File: config.mk
export PLATFORM = sky130hd
export DESIGN_NAME = keypad_scanner
export DESIGN_NICKNAME = d
export VERILOG_FILES = /design/src/rtl/keypad_pkg.sv /design/src/rtl/keypad_sync.sv /design/src/rtl/keypad_scanner.sv
export SDC_FILE = /design/constraint.sdc
export NUM_CORES = 1
export LEC_CHECK = 0
export BUFFER_PORTS_ARGS = -buffer_cell sky130_fd_sc_hd__clkbuf_2
export CORE_MARGIN = 2
export CORE_UTILIZATION = 60
export CTS_CLUSTER_SIZE = 24
export DETAILED_ROUTE_END_ITERATION = 12
export GPL_ROUTABILITY_DRIVEN = 0
export PLACE_DENSITY = 0.8
export SLEW_MARGIN = 30
export SYNTH_ARGS = -nofsm -noshare
export SYNTH_HDL_FRONTEND = slang
export SYNTH_HIERARCHICAL = 1
export SYNTH_SLANG_ARGS = --single-unit
File: constraint.sdc
create_clock -name clk -period 3.2 [get_ports clk]
set_clock_uncertainty 0.1 [all_clocks]
set_input_delay 0.16 -clock clk [delete_from_list [all_inputs] [get_ports clk]]
set_output_delay 0.16 -clock clk [all_outputs]
set_load 0.005 [all_outputs]
File: src/rtl/keypad_pkg.sv
// Shared state encoding, key codes and helpers for the keypad scanner.
package keypad_pkg;

    typedef enum logic [1:0] {
        SCAN     = 2'd0,
        DEBOUNCE = 2'd1,
        PRESSED  = 2'd2,
        RELEASE  = 2'd3
    } state_t;

    localparam logic [3:0] KEY_INC  = 4'b1111;
    localparam logic [3:0] KEY_DEC  = 4'b1101;
    localparam logic [3:0] ROW_INIT = 4'b1110;

    // Index of the lowest-numbered low bit (active-low vectors); 0 if none is low.
    function automatic logic [1:0] low_index(input logic [3:0] bits);
        logic [1:0] idx;
        idx = 2'd0;
        for (int i = 3; i >= 0; i--) begin
            if (!bits[i]) begin
                idx = 2'(i);
            end
        end
        return idx;
    endfunction

endpackage

File: src/rtl/keypad_sync.sv
// Two-flop synchronizer for the asynchronous keypad columns; resets to all ones (no key).
module keypad_sync (
    input  logic       clk,
    input  logic       reset,
    input  logic [3:0] col,
    output logic [3:0] col_s
);

    logic [3:0] meta_reg;
    logic [3:0] sync_reg;

    always_ff @(posedge clk) begin
        if (reset) begin
            meta_reg <= 4'hF;
            sync_reg <= 4'hF;
        end else begin
            meta_reg <= col;
            sync_reg <= meta_reg;
        end
    end

    assign col_s = sync_reg;

endmodule

File: src/rtl/keypad_scanner.sv
// 4x4 keypad scanner: row scan, press/release debounce, stable key code with held level.
// Define KEYPAD_REPEAT_EN to add hold-to-repeat gaps on pre while a key stays held.
module keypad_scanner
    import keypad_pkg::*;
#(
    parameter int SCAN_DIV      = 16,
    parameter int DEBOUNCE_CYC  = 1000,
    parameter int REPEAT_DELAY  = 500000,
    parameter int REPEAT_PERIOD = 100000
) (
    input  logic       clk,
    input  logic       reset,
    input  logic [3:0] col,
    output logic [3:0] row,
    output logic [3:0] value,
    output logic       pre
);

    localparam int SLOT_W = $clog2(SCAN_DIV);
    localparam int DEB_W  = $clog2(DEBOUNCE_CYC);
    localparam logic [SLOT_W-1:0] SLOT_LAST = SLOT_W'(SCAN_DIV - 1);
    localparam logic [DEB_W-1:0]  DEB_LAST  = DEB_W'(DEBOUNCE_CYC - 1);

    if (SCAN_DIV < 4 || DEBOUNCE_CYC < 2 || REPEAT_DELAY < 1 || REPEAT_PERIOD <= 4) begin : g_param_check
        $error("keypad_scanner: parameter out of range");
    end

    logic [3:0]        col_s;
    state_t            state_reg;
    logic [SLOT_W-1:0] slot_reg;
    logic [DEB_W-1:0]  deb_reg;
    logic [DEB_W-1:0]  deb_next;
    logic [3:0]        row_reg;
    logic [3:0]        row_next;
    logic [3:0]        value_reg;
    logic              pre_reg;
    logic [1:0]        cand_reg;
    logic              any_low;
    logic              cand_only;
    logic              cand_high;

`ifdef KEYPAD_REPEAT_EN
    localparam int GAP_CYC  = 4;
    localparam int HOLD_MAX = (REPEAT_DELAY > REPEAT_PERIOD) ? REPEAT_DELAY : REPEAT_PERIOD;
    localparam int HOLD_W   = $clog2(HOLD_MAX + 1);
    localparam logic [HOLD_W-1:0] DELAY_LAST  = HOLD_W'(REPEAT_DELAY - 1);
    localparam logic [HOLD_W-1:0] PERIOD_LAST = HOLD_W'(REPEAT_PERIOD - 1);
    localparam logic [HOLD_W-1:0] GAP_LAST    = HOLD_W'(GAP_CYC - 1);

    logic [HOLD_W-1:0] hold_reg;
    logic              rep_reg;
`endif

    keypad_sync u_sync (
        .clk   (clk),
        .reset (reset),
        .col   (col),
        .col_s (col_s)
    );

    assign deb_next  = deb_reg + DEB_W'(1);
    assign row_next  = {row_reg[2:0], row_reg[3]};
    assign any_low   = (col_s != 4'hF);
    assign cand_only = (col_s == ~(4'b0001 << cand_reg));
    // Only the debounced column decides release, so a second key held alongside is ignored.
    assign cand_high = col_s[cand_reg];

    always_ff @(posedge clk) begin
        if (reset) begin
            state_reg <= SCAN;
            slot_reg  <= '0;
            deb_reg   <= '0;
            row_reg   <= ROW_INIT;
            value_reg <= 4'h0;
            pre_reg   <= 1'b0;
            cand_reg  <= 2'd0;
`ifdef KEYPAD_REPEAT_EN
            hold_reg  <= '0;
            rep_reg   <= 1'b0;
`endif
        end else begin
            case (state_reg)
                SCAN: begin
                    if (slot_reg == SLOT_LAST) begin
                        slot_reg <= '0;
                        if (any_low) begin
                            cand_reg  <= low_index(col_s);
                            deb_reg   <= '0;
                            state_reg <= DEBOUNCE;
                        end else begin
                            row_reg <= row_next;
                        end
                    end else begin
                        slot_reg <= slot_reg + SLOT_W'(1);
                    end
                end
                DEBOUNCE: begin
                    if (!cand_only) begin
                        deb_reg   <= '0;
                        slot_reg  <= '0;
                        state_reg <= SCAN;
                    end else if (deb_next == DEB_LAST) begin
                        deb_reg   <= '0;
                        value_reg <= {low_index(row_reg), cand_reg};
                        pre_reg   <= 1'b1;
                        state_reg <= PRESSED;
`ifdef KEYPAD_REPEAT_EN
                        hold_reg  <= '0;
                        rep_reg   <= 1'b0;
`endif
                    end else begin
                        deb_reg <= deb_next;
                    end
                end
                PRESSED: begin
                    if (cand_high) begin
                        deb_reg   <= '0;
                        state_reg <= RELEASE;
`ifdef KEYPAD_REPEAT_EN
                        hold_reg  <= '0;
                    end else if (!pre_reg) begin
                        // Inside a repeat gap: pre comes back after GAP_CYC low cycles.
                        if (hold_reg == GAP_LAST) begin
                            pre_reg <= 1'b1;
                        end
                        hold_reg <= hold_reg + HOLD_W'(1);
                    end else if (hold_reg == (rep_reg ? PERIOD_LAST : DELAY_LAST)) begin
                        pre_reg  <= 1'b0;
                        hold_reg <= '0;
                        rep_reg  <= 1'b1;
                    end else begin
                        hold_reg <= hold_reg + HOLD_W'(1);
`endif
                    end
                end
                RELEASE: begin
                    if (!cand_high) begin
                        // Key still held: a repeat gap cut short by the bounce is closed here.
                        deb_reg   <= '0;
                        pre_reg   <= 1'b1;
                        state_reg <= PRESSED;
                    end else if (deb_next == DEB_LAST) begin
                        deb_reg   <= '0;
                        pre_reg   <= 1'b0;
                        row_reg   <= row_next;
                        slot_reg  <= '0;
                        state_reg <= SCAN;
                    end else begin
                        deb_reg <= deb_next;
                    end
                end
                default: begin
                    state_reg <= SCAN;
                end
            endcase
        end
    end

    assign row   = row_reg;
    assign value = value_reg;
    assign pre   = pre_reg;

endmodule

==> results of run 1 <==
==> worst reg2reg max path: stages, from the launching register on <==
cell	delay, ns
sky130_fd_sc_hd__dfxtp_1	0.50
sky130_fd_sc_hd__or3b_2	0.49
sky130_fd_sc_hd__o22ai_2	0.19
sky130_fd_sc_hd__o21ai_2	0.11
sky130_fd_sc_hd__a221oi_4	0.57
sky130_fd_sc_hd__a41oi_1	0.19
sky130_fd_sc_hd__a31oi_1	0.16
==> power breakdown <==
group,internal [mW],switching (mW)
clock network,0.0846,0.145
logic,0.0161,0.0182
registers,0.442,0.00444
==> metal layers <==
| metal | routed length (um) | share of wire | vias up |
|---|---|---|---|
| li1 | - | - | 770 |
| met1 | 1576 | 0.46 | 686 |
| met2 | 1620 | 0.47 | 47 |
| met3 | 167 | 0.048 | 8 |
| met4 | 89 | 0.026 | 0 |
| met5 | 0 | 0 | - |
==> final timing paths <==
kind                      startpoint               to  slack (ns)  depth (start not counted)
setup / recovery         cand_reg[0]       deb_reg[4]        0.81                          6
hold / removal                 reset         value[2]        0.23                          2
setup reg to reg         cand_reg[0]       deb_reg[4]        0.81                          6
hold reg to reg   u_sync/meta_reg[0]  u_sync/col_s[0]        0.32                          1
==> final cells by class <==
class	count	area (um2)
tap	31	38.79
multi-input combinational	152	989.7
sequential	35	700.7
clock inverter	2	12.51
fill	220	869.6
inverter	5	18.77
clock buffer	6	41.29
timing repair buffer	18	110.1
==> logic make-up after synthesis <==
kind of cell	synth area share
buffers and inverters	0.04591
and+or+nand+nor	0.2436
xor gates and xnor gates	0.009889
muxes	0.05862
adders and majority gates	0.02119
AOI/OAI and AO/OA	0.2253
DFF	0.3955
==> placed cells by master, fill, tap and decap left out, types with 2 or more instances in the layout <==
master                          netlist  layout
sky130_fd_sc_hd__dfxtp_1             35      35
sky130_fd_sc_hd__or3_1                4       4
sky130_fd_sc_hd__inv_1                5       5
sky130_fd_sc_hd__nand4_1              2       2
sky130_fd_sc_hd__o211ai_1             2       2
sky130_fd_sc_hd__a31oi_1              9       9
sky130_fd_sc_hd__nand2_1             20      20
sky130_fd_sc_hd__a211oi_1             4       4
sky130_fd_sc_hd__nand3_1              6       6
sky130_fd_sc_hd__nor2_1              17      17
sky130_fd_sc_hd__or2_2                2       2
sky130_fd_sc_hd__mux2i_1              7       7
sky130_fd_sc_hd__a22o_1               3       3
sky130_fd_sc_hd__or2_1                8       8
sky130_fd_sc_hd__nand2b_1             6       6
sky130_fd_sc_hd__a21oi_1             13      13
sky130_fd_sc_hd__and2_1               2       2
sky130_fd_sc_hd__nor3_1               2       2
sky130_fd_sc_hd__and3_1               3       3
sky130_fd_sc_hd__o31ai_1              3       3
sky130_fd_sc_hd__ha_1                 3       3
sky130_fd_sc_hd__clkbuf_4             0       5
sky130_fd_sc_hd__nor2b_1              2       2
sky130_fd_sc_hd__nand3b_1             2       2
sky130_fd_sc_hd__o21ai_0              8       8
sky130_fd_sc_hd__clkbuf_2             0      14
sky130_fd_sc_hd__dlygate4sd3_1        0       4
sky130_fd_sc_hd__a41oi_1              3       3
==> metrics.txt, run 1 <==
I/O pins 15; Post-synth top flop sky130_fd_sc_hd__dfxtp_1; syn nets roughly 210; slowest cell on the critical path sky130_fd_sc_hd__a221oi_4; Residual DRC 0; Design Area, Final around 1900 um2; vertical extent of the die just under 60 um; setup repair after global routing missed its margin no; number of global-route vias before repair 1326; initial antenna violation count 0; Worst VDD drop between 400 and 500 uV; final setup margin about 0.8 ns; Synth cell types 50; sum of overflow across all layers after global routing 0; status finished, final reports clean; Post-layout nets 226; area after detailed placement 1818 um2; delay of the slowest cell on the worst path approximately 0.57 ns; arrival time of data at the critical path endpoint 2.56 ns; Cell Count, Final, Fillers Out approximately 250; total via count after detailed routing roughly 1500; first-pass GRT wire length ~5700 um; tightest slew margin relative to the limit 0.5939; number of cells in the design after placement between 200 and 250; Syn. warnings 6; Syn Std Cell Area between 1500 and 2000 um2; TritonCTS clock tree yes; Slew Limit Fails 0; initial core utilization 0.6370; per-cell routed wire length approximately 14 um; buffer levels on the longest clock path 2; overall die area about 3400 um2; pwr dens between 300 and 400 nW/um2; Most Used Layer, Global Route met2; hold-fix buffer count after cts 4; number of flops mapped to enable cells by yosys 0; endpoints failing hold 0; cell types occupying the most area after synthesis sky130_fd_sc_hd__dfxtp_1, sky130_fd_sc_hd__nand2_1, sky130_fd_sc_hd__mux2i_1, sky130_fd_sc_hd__a21oi_1, sky130_fd_sc_hd__nor2_1; Overall Global Routing Usage 0.2260; CP Buf/Inv Count 0; synthesized instance count roughly 200; first drt pass iteration count 5; final worst hold slack about 0.23 ns; final total negative setup slack 0 ns; ys async rst share 0; antenna diode instance count 0; Total Power about 0.71 mW; number of rows created at floorplan 19; top-count cell post-synth sky130_fd_sc_hd__dfxtp_1; top cell type by total area after synthesis sky130_fd_sc_hd__dfxtp_1; WP data required roughly 3.4 ns; Syn Area/Cell 8.685 um2; leakage dissipation around 0.73 nW; time the worst path needs with I/O delays and setup around 2.4 ns; HPWL after detailed placement 2455 um; met3 global-route usage 0.05934; number of register bits inferred by synthesis 35; type of the most critical hold path input port to flip-flop; post-layout utilization of the core 0.6874; number of flip-flops under the largest register name 10; fraction of layout cells with a size suffix above 1 0.1468; clock network latency to the later pin of the worst-skew pair 0.35 ns; clock root cell sky130_fd_sc_hd__clkbuf_4; number of instances resized during post-cts repair 0; ordered list of cells on the worst path or3b_2 > o22ai_2 > o21ai_2 > a221oi_4 > a41oi_1 > a31oi_1; commonest cells in the synthesized netlist sky130_fd_sc_hd__dfxtp_1, sky130_fd_sc_hd__nand2_1, sky130_fd_sc_hd__nor2_1; die span in x 58.34 um; setup repair bufs after CTS 0; final cycle utilization of the critical path 0.7469; register clock-pin slew on the reported worst setup and hold paths 0.11 ns; antenna violation net count after detailed routing 0; vias per std cell around 6.1; type of the worst setup path flip-flop to flip-flop; WL final 3453 um; Max Fclk roughly 0.42 GHz; Placeable Area 2781 um2; Critical Path Start Type flip-flop; fraction of the yosys area taken by sequential cells 0.3955; Least-Margin Pin Slew approximately 0.61 ns; clk sinks 35; top-area cell type share of the netlist area 0.3955; met2 Track Usage GR 0.3596; layout overhead on the synthesized area 7.909%; Crit Path Max Fanout 15; Max Cap Viol 0; H-tree level count 2; clock buffers created by TritonCTS 5; worst setup slack after placement between 0.8 and 0.9 ns; kind of end point of the critical path flip-flop; maximum number of pins on one net before global-route repair 31; number of endpoints failing setup at the final stage 0; largest delay contributor family on the critical path compound AO/OA/AOI/OAI gates; DRC marker count from the first detailed-route iteration 96; global routing usage on met1 0.2805; number of port buffers 14
Note: power is estimated with default switching activity, not from simulation.
==> inputs of run 2 (changes only) <==
- ABC_AREA: default -> 1
- CORE_UTILIZATION: 60 -> 53
- PLACE_DENSITY: 0.8 -> 0.75
- clock period: 3.2 -> 2 ns (I/O delays scaled with it)
==> metrics.txt, run 2 <==
layout overhead on the synthesized area 20.33% (was 7.909%); number of register bits inferred by synthesis 35 (unchanged); Least-Margin Pin Slew 0.4104 ns (was 0.6091 ns); count of cells along the worst register-to-register path 13 (was 6); Max Cap Viol 0 (unchanged); Syn Area/Cell 6.798 um2 (was 8.685 um2); pwr dens 526.7 nW/um2 (was 371.6 nW/um2); time the worst path needs with I/O delays and setup 1.911 ns (was 2.390 ns); number of flip-flops under the largest register name 10 (unchanged); most common cell after layout, fill and taps aside sky130_fd_sc_hd__nand2_1 (was sky130_fd_sc_hd__dfxtp_1); setup repair after global routing missed its margin yes (was no); number of flops mapped to enable cells by yosys 0 (unchanged); most frequent cells in the layout sky130_fd_sc_hd__nand2_1, sky130_fd_sc_hd__inv_1, sky130_fd_sc_hd__dfxtp_1 (was sky130_fd_sc_hd__dfxtp_1, sky130_fd_sc_hd__nand2_1, sky130_fd_sc_hd__nor2_1); Worst VDD drop 459.6 uV (was 413.2 uV); fraction of layout cells with a size suffix above 1 0.2333 (was 0.1468); antenna violation net count after detailed routing 0 (unchanged); die span in x 62.63 um (was 58.34 um); Syn. warnings 6 (unchanged); type of the worst setup path flip-flop to flip-flop (unchanged); slowest cell on the critical path sky130_fd_sc_hd__dfxtp_2 (was sky130_fd_sc_hd__a221oi_4); vias per std cell 4.991 (was 6.068); TritonCTS clock tree yes (unchanged); total via count after detailed routing 1727 (was 1511); clock buffers created by TritonCTS 5 (unchanged); status finished, final reports clean (unchanged); arrival time of data at the critical path endpoint 2.06 ns (was 2.56 ns); sum of overflow across all layers after global routing 0 (unchanged); buffer levels on the longest clock path 2 (unchanged); type of the most critical hold path input port to flip-flop (unchanged); final worst hold slack 0.07371 ns (was 0.2315 ns); per-cell routed wire length 11.18 um (was 13.87 um); WP data required 2.15 ns (was 3.37 ns); endpoints failing hold 0 (unchanged); number of cells in the design after placement 331 (was 237); cell types occupying the most area after synthesis sky130_fd_sc_hd__dfxtp_1, sky130_fd_sc_hd__nand2_1, sky130_fd_sc_hd__inv_1, sky130_fd_sc_hd__nand3_1, sky130_fd_sc_hd__nor2_1 (was sky130_fd_sc_hd__dfxtp_1, sky130_fd_sc_hd__nand2_1, sky130_fd_sc_hd__mux2i_1, sky130_fd_sc_hd__a21oi_1, sky130_fd_sc_hd__nor2_1); syn nets 277 (was 213); area after detailed placement 1979 um2 (was 1818 um2); cell depth of the worst hold path 2 (unchanged); clock root cell sky130_fd_sc_hd__clkbuf_4 (unchanged); Slew Limit Fails 0 (unchanged); number of global-route vias before repair 1623 (was 1326); synthesized instance count 268 (was 204); detailed-routing wirelength on met1 1751 um (was 1576 um); clk sinks 35 (unchanged); WL final 3868 um (was 3453 um); commonest cells in the synthesized netlist sky130_fd_sc_hd__nand2_1, sky130_fd_sc_hd__dfxtp_1, sky130_fd_sc_hd__inv_1 (was sky130_fd_sc_hd__dfxtp_1, sky130_fd_sc_hd__nand2_1, sky130_fd_sc_hd__nor2_1); kind of end point of the critical path flip-flop (unchanged); H-tree level count 2 (unchanged); number of endpoints failing setup at the final stage 0 (unchanged); Critical Path Start Type flip-flop (unchanged); HPWL after detailed placement 2678 um (was 2455 um); top cell type by total area after synthesis sky130_fd_sc_hd__dfxtp_1 (unchanged); number of rows created at floorplan 21 (was 19); Max Fclk 0.5232 GHz (was 0.4184 GHz); Cell Count, Final, Fillers Out 346 (was 249); DR WL met3 119 um (was 167 um); uppermost layer routed met4 (unchanged); tightest slew margin relative to the limit 0.7261 (was 0.5939); sum of met2 wire segment lengths after detailed routing 1930 um (was 1620 um); reg2reg setup slack 0.09 ns (was 0.81 ns); vertical extent of the die 62.63 um (was 58.34 um); top-area cell type share of the netlist area 0.3846 (was 0.3955); number of port buffers 14 (unchanged); top-count cell post-synth sky130_fd_sc_hd__nand2_1 (was sky130_fd_sc_hd__dfxtp_1); Design Area, Final 2192 um2 (was 1912 um2); delay of the slowest cell on the worst path 0.37 ns (was 0.57 ns); DRC marker count from the first detailed-route iteration 107 (was 96); Crit Path Max Fanout 6 (was 15); ys async rst share 0 (unchanged); final cycle utilization of the critical path 0.9556 (was 0.7469); fraction of the yosys area taken by sequential cells 0.3846 (was 0.3955); initial antenna violation count 0 (unchanged); maximum number of pins on one net before global-route repair 17 (was 31); worst hold endpoint slot_reg[2] (was value[2]); register clock-pin slew on the reported worst setup and hold paths 0.11 ns (about the same); Post-synth top flop sky130_fd_sc_hd__dfxtp_1 (unchanged); I/O pins 15 (unchanged); Placeable Area 3311 um2 (was 2781 um2); first-pass GRT wire length 6755 um (was 5747 um); Residual DRC 0 (unchanged); startpoint of the worst-slack reg-to-reg timing path deb_reg[0] (was cand_reg[0]); antenna diode instance count 0 (unchanged); ordered list of cells on the worst path ha_4 > nand2_4 > o21ai_1 > nand2_1 > inv_1 > nand2_1 > nor2_4 > nand3_4 > nor2_4 > buf_6 > nand2_2 > nand2_2 > a21oi_2 (was or3b_2 > o22ai_2 > o21ai_2 > a221oi_4 > a41oi_1 > a31oi_1); overall die area 3923 um2 (was 3404 um2); clock network latency to the later pin of the worst-skew pair 0.34 ns (was 0.35 ns); Post-layout nets 308 (was 226); reg-to-reg endpoint value[3] (was deb_reg[4]); leakage dissipation 0.9935 nW (was 0.7261 nW); first drt pass iteration count 4 (was 5); Syn Std Cell Area 1822 um2 (was 1772 um2); initial core utilization 0.5503 (was 0.6370); Synth cell types 27 (was 50); Hold Startpoint reset (unchanged); Overall Global Routing Usage 0.2174 (was 0.2260)
==> run 2: changes by cell type after synthesis, sizes merged, moves of 4 or more <==
cell | before | now
nand2 | 20 | 83
inv | 5 | 37
nand3 | 6 | 27
nor2 | 17 | 29
or2 | 10 | 0
a31oi | 9 | 1
a21oi | 13 | 20
mux2i | 7 | 0
nand2b | 6 | 0
o21ai | 10 | 16
a211oi | 4 | 0
buf | 5 | 1
clkbuf | 7 | 3
or3 | 4 | 0
==> run 2: area by class of cell <==
| type | instances | area (um2) |
|---|---|---|
| Fill cell | 310 | 1119 |
| Multi-Input combinational cell | 191 | 1030 |
| Sequential cell | 35 | 709.4 |
| Timing Repair Buffer | 28 | 196.4 |
| Inverter | 38 | 145.1 |
| Tap cell | 46 | 57.56 |
| Clock buffer | 6 | 41.29 |
| Clock inverter | 2 | 12.51 |
==> run 2: worst max-delay path by stage <==
stage | endpoint | slack, ns | start | cells past startpoint
2_1_floorplan | slot_reg[2] | 0.16 | deb_reg[0] | 14
3_3_place_gp | slot_reg[2] | 0.1 | deb_reg[0] | 14
3_5_place_dp | slot_reg[3] | 0.02 | deb_reg[0] | 14
4_1_cts | slot_reg[3] | -0.003 | deb_reg[0] | 14
5_1_grt | value[3] | -0.06 | deb_reg[0] | 13
6_report | value[3] | 0.09 | deb_reg[0] | 13
==> run 2: where the power goes <==
part	total, mW	switching (mW)	internal (mW)
logic	0.0644	0.0381	0.0263
registers	0.717	0.00811	0.709
clock network	0.373	0.237	0.136
==> run 2: layer usage <==
layer	vias up	track usage
met1	775	0.2509
li1	922	-
met3	5	0.06126
met4	0	0.1028
met5	-	0
met2	25	0.3710
==> run 2: worst max-delay path, delay by kind of cell (launching register included) <==
kind / cells / cell delay [ns]
simple gates: 8 / 0.81
flops: 1 / 0.37
compound gates: 2 / 0.19
buf+inv: 2 / 0.18
fa+ha+maj: 1 / 0.15
==> run 2: repair_timing <==
item	CTS	global route
pin swaps	0	9
endpoints found under the hold margin	4	0
setup buffers	0	3
endpoints found under the setup margin	1	23
gates cloned	0	0
gates resized for setup	0	32
hold buffers	4	0
==> run 2: cell families (layout without fill, tap and decap cells) <==
kind of cell,Yosys count,in the layout,synth area share
and+or+nand+nor,150,150,0.3867
buffers and inverters,42,74,0.09066
AOI/OAI and AO/OA,37,37,0.1126
DFF,35,35,0.3846
adders and majority gates,3,3,0.02061
xor gates and xnor gates,1,1,0.004809
==> run 2: through the flow <==
| step | util | power [mW] | setup TNS (ns) | setup WS, ns |
|---|---|---|---|---|
| floorplan | - | 0.7730 | 0 | 0.1587 |
| global placement | 0.5979 | 0.7891 | 0 | 0.09856 |
| detailed placement | 0.5979 | 0.7902 | 0 | 0.02039 |
| CTS | 0.6262 | 1.170 | -0.002680 | -0.002680 |
| global route | 0.6621 | 1.202 | -0.1576 | -0.06356 |
| finish | 0.6621 | 1.155 | 0 | 0.08877 |
